[src/rtl/wdg_rst_ctrl_if.sv]
// Request/status bundle between the reset controller and its surroundings.
// The controller takes the slave side; the watchdog/software side is the master.
interface wdg_rst_ctrl_if;
  logic       wdg_rst_req_i;
  logic       sw_rst_req_i;
  logic       cause_clr_i;
  logic       sys_rst_n_o;
  logic       rst_busy_o;
  logic [2:0] rst_cause_o;
  logic [7:0] wdg_rst_cnt_o;

  modport master (
    output wdg_rst_req_i, sw_rst_req_i, cause_clr_i,
    input  sys_rst_n_o, rst_busy_o, rst_cause_o, wdg_rst_cnt_o
  );

  modport slave (
    input  wdg_rst_req_i, sw_rst_req_i, cause_clr_i,
    output sys_rst_n_o, rst_busy_o, rst_cause_o, wdg_rst_cnt_o
  );
endinterface

[src/rtl/wdg_rst_ctrl.sv]
// Always-on reset controller: stretches watchdog/software reset requests into a
// registered system reset pulse and keeps a reset-cause record across it.
module wdg_rst_ctrl #(
  parameter int SYNC_STAGES  = 2,
  parameter int PULSE_CYCLES = 16,
  parameter int HOLD_CYCLES  = 8
) (
  input  logic          clk_i,
  input  logic          rst_n_i,
  wdg_rst_ctrl_if.slave bus
);

  localparam logic [1:0] ST_ASSERT = 2'd0;
  localparam logic [1:0] ST_HOLD   = 2'd1;
  localparam logic [1:0] ST_IDLE   = 2'd2;

  localparam logic [7:0] PULSE_LAST = 8'(PULSE_CYCLES - 1);
  localparam logic [7:0] HOLD_LAST  = 8'(HOLD_CYCLES - 1);

  logic [1:0]             state_q, state_d;
  logic [7:0]             cnt_q, cnt_d;
  logic                   sys_rst_n_q, sys_rst_n_d;
  logic                   busy_q, busy_d;
  logic [2:0]             cause_q, cause_d;
  logic [7:0]             wcnt_q, wcnt_d;
  logic [SYNC_STAGES-1:0] sync_q, sync_d;
  logic                   wdg_sync;
  logic                   trigger;

  // The watchdog request is asynchronous; only the last synchroniser stage is used.
  assign sync_d   = {sync_q[SYNC_STAGES-2:0], bus.wdg_rst_req_i};
  assign wdg_sync = sync_q[SYNC_STAGES-1];
  assign trigger  = wdg_sync | bus.sw_rst_req_i;

  always_comb begin
    // NOTE: every variable gets a default first so no path leaves it unassigned (no latch).
    state_d     = state_q;
    cnt_d       = cnt_q;
    sys_rst_n_d = sys_rst_n_q;
    busy_d      = busy_q;
    cause_d     = cause_q;
    wcnt_d      = wcnt_q;

    case (state_q)
      ST_ASSERT: begin
        sys_rst_n_d = 1'b0;
        busy_d      = 1'b1;
        if (cnt_q == PULSE_LAST) begin
          state_d     = ST_HOLD;
          cnt_d       = '0;
          sys_rst_n_d = 1'b1;
        end else begin
          cnt_d = cnt_q + 8'd1;
        end
      end

      // Requests arriving here are dropped, which keeps back-to-back resets spaced.
      ST_HOLD: begin
        if (cnt_q == HOLD_LAST) begin
          state_d = ST_IDLE;
          cnt_d   = '0;
          busy_d  = 1'b0;
        end else begin
          cnt_d = cnt_q + 8'd1;
        end
      end

      ST_IDLE: begin
        if (trigger) begin
          state_d     = ST_ASSERT;
          cnt_d       = '0;
          sys_rst_n_d = 1'b0;
          busy_d      = 1'b1;
          cause_d     = {bus.sw_rst_req_i, wdg_sync, 1'b0};
          if (wdg_sync && (wcnt_q != 8'hFF)) wcnt_d = wcnt_q + 8'd1;
        end else if (bus.cause_clr_i) begin
          cause_d = '0;
          wcnt_d  = '0;
        end
      end

      default: begin
        state_d     = ST_ASSERT;
        cnt_d       = '0;
        sys_rst_n_d = 1'b0;
        busy_d      = 1'b1;
      end
    endcase
  end

  // NOTE: sequential state uses non-blocking assignments so all flops update together.
  always_ff @(posedge clk_i or negedge rst_n_i) begin
    if (!rst_n_i) begin
      // NOTE: the synchroniser is reset too, so a stale request cannot fire right after POR.
      state_q     <= ST_ASSERT;
      cnt_q       <= '0;
      sys_rst_n_q <= 1'b0;
      busy_q      <= 1'b1;
      cause_q     <= 3'b001;
      wcnt_q      <= '0;
      sync_q      <= '0;
    end else begin
      state_q     <= state_d;
      cnt_q       <= cnt_d;
      sys_rst_n_q <= sys_rst_n_d;
      busy_q      <= busy_d;
      cause_q     <= cause_d;
      wcnt_q      <= wcnt_d;
      sync_q      <= sync_d;
    end
  end

  assign bus.sys_rst_n_o   = sys_rst_n_q;
  assign bus.rst_busy_o    = busy_q;
  assign bus.rst_cause_o   = cause_q;
  assign bus.wdg_rst_cnt_o = wcnt_q;

endmodule

[src/flat_wrapper.sv]
// flat-port wrapper written by rule: the top's interface ports become plain ports
module wdg_rst_ctrl_flat 
#(
  parameter int SYNC_STAGES  = 2,
  parameter int PULSE_CYCLES = 16,
  parameter int HOLD_CYCLES  = 8
)
  (clk_i, rst_n_i, bus_wdg_rst_req_i, bus_sw_rst_req_i, bus_cause_clr_i, bus_sys_rst_n_o, bus_rst_busy_o, bus_rst_cause_o, bus_wdg_rst_cnt_o);
  wdg_rst_ctrl_if bus_i ();
  input  logic clk_i;
  input  logic rst_n_i;
  input wire logic [$bits(bus_i.wdg_rst_req_i)-1:0] bus_wdg_rst_req_i;
  input wire logic [$bits(bus_i.sw_rst_req_i)-1:0] bus_sw_rst_req_i;
  input wire logic [$bits(bus_i.cause_clr_i)-1:0] bus_cause_clr_i;
  output wire logic [$bits(bus_i.sys_rst_n_o)-1:0] bus_sys_rst_n_o;
  output wire logic [$bits(bus_i.rst_busy_o)-1:0] bus_rst_busy_o;
  output wire logic [$bits(bus_i.rst_cause_o)-1:0] bus_rst_cause_o;
  output wire logic [$bits(bus_i.wdg_rst_cnt_o)-1:0] bus_wdg_rst_cnt_o;
  assign bus_i.wdg_rst_req_i = bus_wdg_rst_req_i;
  assign bus_i.sw_rst_req_i = bus_sw_rst_req_i;
  assign bus_i.cause_clr_i = bus_cause_clr_i;
  assign bus_sys_rst_n_o = bus_i.sys_rst_n_o;
  assign bus_rst_busy_o = bus_i.rst_busy_o;
  assign bus_rst_cause_o = bus_i.rst_cause_o;
  assign bus_wdg_rst_cnt_o = bus_i.wdg_rst_cnt_o;
  wdg_rst_ctrl #(.SYNC_STAGES(SYNC_STAGES), .PULSE_CYCLES(PULSE_CYCLES), .HOLD_CYCLES(HOLD_CYCLES)) u_core (.clk_i(clk_i), .rst_n_i(rst_n_i), .bus(bus_i));
endmodule
[config.mk]
export PLATFORM = sky130hd
export DESIGN_NAME = wdg_rst_ctrl_flat
export DESIGN_NICKNAME = d
export VERILOG_FILES = /design/src/rtl/wdg_rst_ctrl_if.sv /design/src/rtl/wdg_rst_ctrl.sv /design/src/flat_wrapper.sv
export SDC_FILE = /design/constraint.sdc
export NUM_CORES = 1
export LEC_CHECK = 0
export CORE_ASPECT_RATIO = 0.75
export CORE_UTILIZATION = 48
export DETAILED_ROUTE_END_ITERATION = 16
export PLACE_DENSITY = 0.79
export SLEW_MARGIN = 20
export SYNTH_ARGS = -nofsm -noshare
export SYNTH_HDL_FRONTEND = slang
export SYNTH_SLANG_ARGS = --single-unit
[constraint.sdc]
create_clock -name clk_i -period 1.9 [get_ports clk_i]
set_input_delay 0.285 -clock clk_i [delete_from_list [all_inputs] [get_ports clk_i]]
set_output_delay 0.285 -clock clk_i [all_outputs]
set_load 0.05 [all_outputs]
==> results of run 1 <==
[registers in the layout, summed over array words and instances (netlist names)]
signal                    flops
u_core.bus.wdg_rst_cnt_o      8
u_core.cnt_q                  8
u_core.bus.rst_cause_o        3
u_core.state_q                2
u_core.sync_q                 2
u_core.bus.rst_busy_o         1
u_core.bus.sys_rst_n_o        1
[repair_timing]
item | CTS | global route
resized for setup | 3 | 3
endpoints found under the setup margin | 3 | 3
hold buffers | 0 | 0
pin swaps | 0 | 0
[power by group]
group / switching [uW] / leakage (uW) / internal (uW)
sequential: 170 / 0.000296 / 663
combinational: 432 / 0.000333 / 284
clock: 147 / 0.0000150 / 82.0
[kinds of logic after synthesis]
kind of cell,synth area share
buf+inv,0.0344
xor+xnor,0.00687
simple gates,0.234
compound gates,0.173
flops,0.493
mux,0.0402
fa+ha+maj,0.0196
[Yosys cell counts, types with 2 or more instances]
master	number
sky130_fd_sc_hd__dfrtp_1	23
sky130_fd_sc_hd__nand2_1	14
sky130_fd_sc_hd__o21ai_0	10
sky130_fd_sc_hd__a21oi_1	9
sky130_fd_sc_hd__nor2_1	6
sky130_fd_sc_hd__inv_1	5
sky130_fd_sc_hd__nand3_1	5
sky130_fd_sc_hd__mux2i_1	4
sky130_fd_sc_hd__or3_1	3
sky130_fd_sc_hd__a211oi_1	2
sky130_fd_sc_hd__a22o_1	2
sky130_fd_sc_hd__a31oi_1	2
sky130_fd_sc_hd__and2_1	2
sky130_fd_sc_hd__buf_2	2
sky130_fd_sc_hd__clkbuf_1	2
sky130_fd_sc_hd__dfstp_2	2
sky130_fd_sc_hd__ha_1	2
sky130_fd_sc_hd__nand2b_1	2
sky130_fd_sc_hd__nor2b_1	2
sky130_fd_sc_hd__nor3_1	2
sky130_fd_sc_hd__o31ai_1	2
sky130_fd_sc_hd__o41ai_1	2
sky130_fd_sc_hd__or4_1	2
sky130_fd_sc_hd__or4b_1	2
[through the flow]
| stage | hold slack, ps | worst slack [ps] | instance area, sq um | util | power [uW] |
|---|---|---|---|---|---|
| 2_1_floorplan | -10.6 | 54.7 | 1270 | - | 1350 |
| 3_3_place_gp | 338 | 290 | 1480 | 0.615 | 1520 |
| 3_5_place_dp | 352 | 207 | 1480 | 0.615 | 1560 |
| 4_1_cts | 328 | 13.1 | 1500 | 0.624 | 1790 |
| 5_1_grt | 338 | 27.3 | 1510 | 0.628 | 1890 |
| 6_report | 321 | 92.4 | 1510 | 0.628 | 1780 |
[worst max path at each step]
stage,start,to,slack (ps)
global route,u_core.bus.wdg_rst_cnt_o[1]$_DFFE_PN0P_,bus_wdg_rst_cnt_o[1],30
detailed placement,bus_sw_rst_req_i,u_core.bus.wdg_rst_cnt_o[5]$_DFFE_PN0P_,210
CTS,u_core.bus.wdg_rst_cnt_o[7]$_DFFE_PN0P_,bus_wdg_rst_cnt_o[7],10
finish,u_core.bus.wdg_rst_cnt_o[1]$_DFFE_PN0P_,bus_wdg_rst_cnt_o[1],90
global placement,bus_sw_rst_req_i,u_core.cnt_q[3]$_DFFE_PN0N_,290
floorplan,u_core.bus.wdg_rst_cnt_o[0]$_DFFE_PN0P_,u_core.bus.wdg_rst_cnt_o[0]$_DFFE_PN0P_,50
[metal layers]
| layer | track usage | vias up | share of wire |
|---|---|---|---|
| met1 | 0.287 | 528 | 0.47 |
| met4 | 0.0622 | 0 | 0.019 |
| met2 | 0.331 | 27 | 0.47 |
| met3 | 0.0618 | 6 | 0.042 |
| li1 | - | 505 | - |
| met5 | 0 | - | 0 |
[area by class of cell]
class / count / area, sq um
clock buffers: 4 / 26.3
fillers: 201 / 895
inverters: 5 / 18.8
multi-input cells: 91 / 603
flip-flops and latches: 25 / 628
well taps: 34 / 42.5
repair buffers: 20 / 189
[cell usage in the layout, fill, tap and decap left out, types with 2 or more instances in the layout]
master                            count
sky130_fd_sc_hd__a21oi_1              9
sky130_fd_sc_hd__dlygate4sd2_1        3
sky130_fd_sc_hd__or4b_1               2
sky130_fd_sc_hd__a22o_1               2
sky130_fd_sc_hd__or3_1                3
sky130_fd_sc_hd__buf_4                6
sky130_fd_sc_hd__dfrtp_1             23
sky130_fd_sc_hd__o41ai_1              2
sky130_fd_sc_hd__clkbuf_4             3
sky130_fd_sc_hd__nand3_1              5
sky130_fd_sc_hd__o21ai_0             10
sky130_fd_sc_hd__nor2_1               6
sky130_fd_sc_hd__ha_1                 2
sky130_fd_sc_hd__dfstp_2              2
sky130_fd_sc_hd__o31ai_1              2
sky130_fd_sc_hd__or4_1                2
sky130_fd_sc_hd__a211oi_1             2
sky130_fd_sc_hd__dlymetal6s2s_1       3
sky130_fd_sc_hd__nor2b_1              2
sky130_fd_sc_hd__clkdlybuf4s50_1      8
sky130_fd_sc_hd__inv_1                5
sky130_fd_sc_hd__nand2_1             14
sky130_fd_sc_hd__mux2i_1              4
sky130_fd_sc_hd__a31oi_1              2
sky130_fd_sc_hd__and2_1               2
sky130_fd_sc_hd__nor3_1               2
sky130_fd_sc_hd__nand2b_1             2
==> impl_metrics.csv, run 1 <==
group,metric,value,unit
outcome,status,"completed",
critical_path,worstReg2RegEnd,"u_core.cnt_q[6]$_DFFE_PN0N_",
finish,syn_to_final_growth,18.3,%
critical_path,rrSetupSlack,180,ps
clocking,clock_pin_transition_on_the_worst_setup_and_hold_timing_paths,130,ps
detailed_routing,drt_pass1_iterations,5,
floorplanning,design.die.area,0.00287,sq mm
clocking,cts_tree,"built",
pwr,cellPowerDensity,1180,mW/mm^2
sta,finalSetupViolations,0,
logic_synthesis,dominantRegCellSynth,"sky130_fd_sc_hd__dfrtp_1",
logic_synthesis,synth_enable_flop_cells,0,
sta,timing.slew.headroom,0.662,
logic_synthesis,synth.largest_area_cell,"sky130_fd_sc_hd__dfrtp_1",
grt,grt_antenna_before_repair,0,
critical_path,critical_setup_path_class,"register to primary output",
critical_path,crit_path_max_incr_delay,810,ps
floorplanning,ios,18,
grt,global_route.usage.total,0.212,
critical_path,critPathSlowestCell,"sky130_fd_sc_hd__clkdlybuf4s50_1",
place,io_buffer_count,17,
critical_path,critical_path.max_fanout,4,
detailed_routing,vias_per_cell,5.96,
pwr,leakage,0.000644,uW
detailed_routing,detail_route.drc_violations,0,
critical_path,rr_worst_depth,5,
logic_synthesis,avgSynthCellArea,10.1,sq um
finish,n_antenna_cell,0,
floorplanning,fp.dieW,61.5,um
clocking,number_of_buffers_between_clock_root_and_the_deepest_sink,2,
run,max_cap_viol_count,0,
floorplanning,initial_core_util,0.531,
logic_synthesis,yosys.area.top_type_share,0.451,
floorplanning,placeableCoreArea,0.00240,sq mm
detailed_routing,drt_wl_total,2670,um
detailed_routing,routed_wire_length_per_instance,14.9,um
floorplanning,rows,15,
finish,final_cell_count_no_fill,179,
sta,final.period_utilization,0.951,
place,post-place-cells,175,
detailed_routing,route.vias.total,1066,
grt,number_of_global_route_vias_before_repair,974,
sta,fin_crit,1810,ps
critical_path,worst-path-stages,1,
detailed_routing,antenna_left,0,
logic_synthesis,synth_net_count,133,
sta,rsz0062_at_grt,"no",
logic_synthesis,synth_cell_types,41,
critical_path,crit-reg2reg-launch,"u_core.cnt_q[0]$_DFFE_PN0N_",
critical_path,crit_path_start_kind,"register",
finish,final_layout_size_suffix_gt1_frac,0.124,
sta,report.final.slew_viol_count,0,
critical_path,cp_data_arrival_time,1520,ps
clocking,cts.root.buffer_cell,"sky130_fd_sc_hd__clkbuf_4",
clocking,htree_num_levels,1,
clocking,cts_setup_buffers,0,
place,dp_hpwl,1890,um
sta,timing.setup.tns,0,ps
clocking,cts_num_sinks,25,
sta,achievable-frequency,553,MHz
critical_path,worstSetupEndpointType,"primary output",
finish,nets,153,
sta,timing_worst_slew_pin_value,506,ps
min_path,min_path_type,"primary input to asynchronous set/reset pin",
sta,final-hold-violation-count,0,
logic_synthesis,netlist_instances,126,
pwr,worst_ir_drop_vdd,0.000695,V
critical_path,timing.critical_path.max_delay_family,"buffers and inverters",
logic_synthesis,synthesis_stage_register_bit_count,25,
grt,grt_pass1_wl,4370,um
critical_path,worst_ep_required_time,1620,ps
grt,globalRouteOverflowTotal,0,
detailed_routing,detailedRoute.firstIterationViolations,23,
floorplanning,die_h,46.6,um
sta,fin_skew,9.26,ps
logic_synthesis,synth-seq-area-share,0.493,
critical_path,timing.critical_path.cells,"clkdlybuf4s50_1",
logic_synthesis,syn_area,0.00127,sq mm
place,gpl.final_weighted_congestion,0.810,
logic_synthesis,synthArstFlopShare,1.00,
logic_synthesis,ys_warn_count,0,
logic_synthesis,yosys-top-cells-area,"sky130_fd_sc_hd__dfrtp_1 (45%), sky130_fd_sc_hd__dfstp_2 (4.1%), sky130_fd_sc_hd__nand2_1 (4.1%)",
grt,grt_max_degree,26,
clocking,clock_latency,310,ps
critical_path,critPathBufInv,1,
clocking,cts_buffers,3,
Power figures use the tool's default switching activity.
==> run 2, diff against run 1 <==
Settings changed: SLEW_MARGIN 20 to 10.
==> results of run 2 <==
No change in the layout: final DEF, timing and power equal those of run 1.
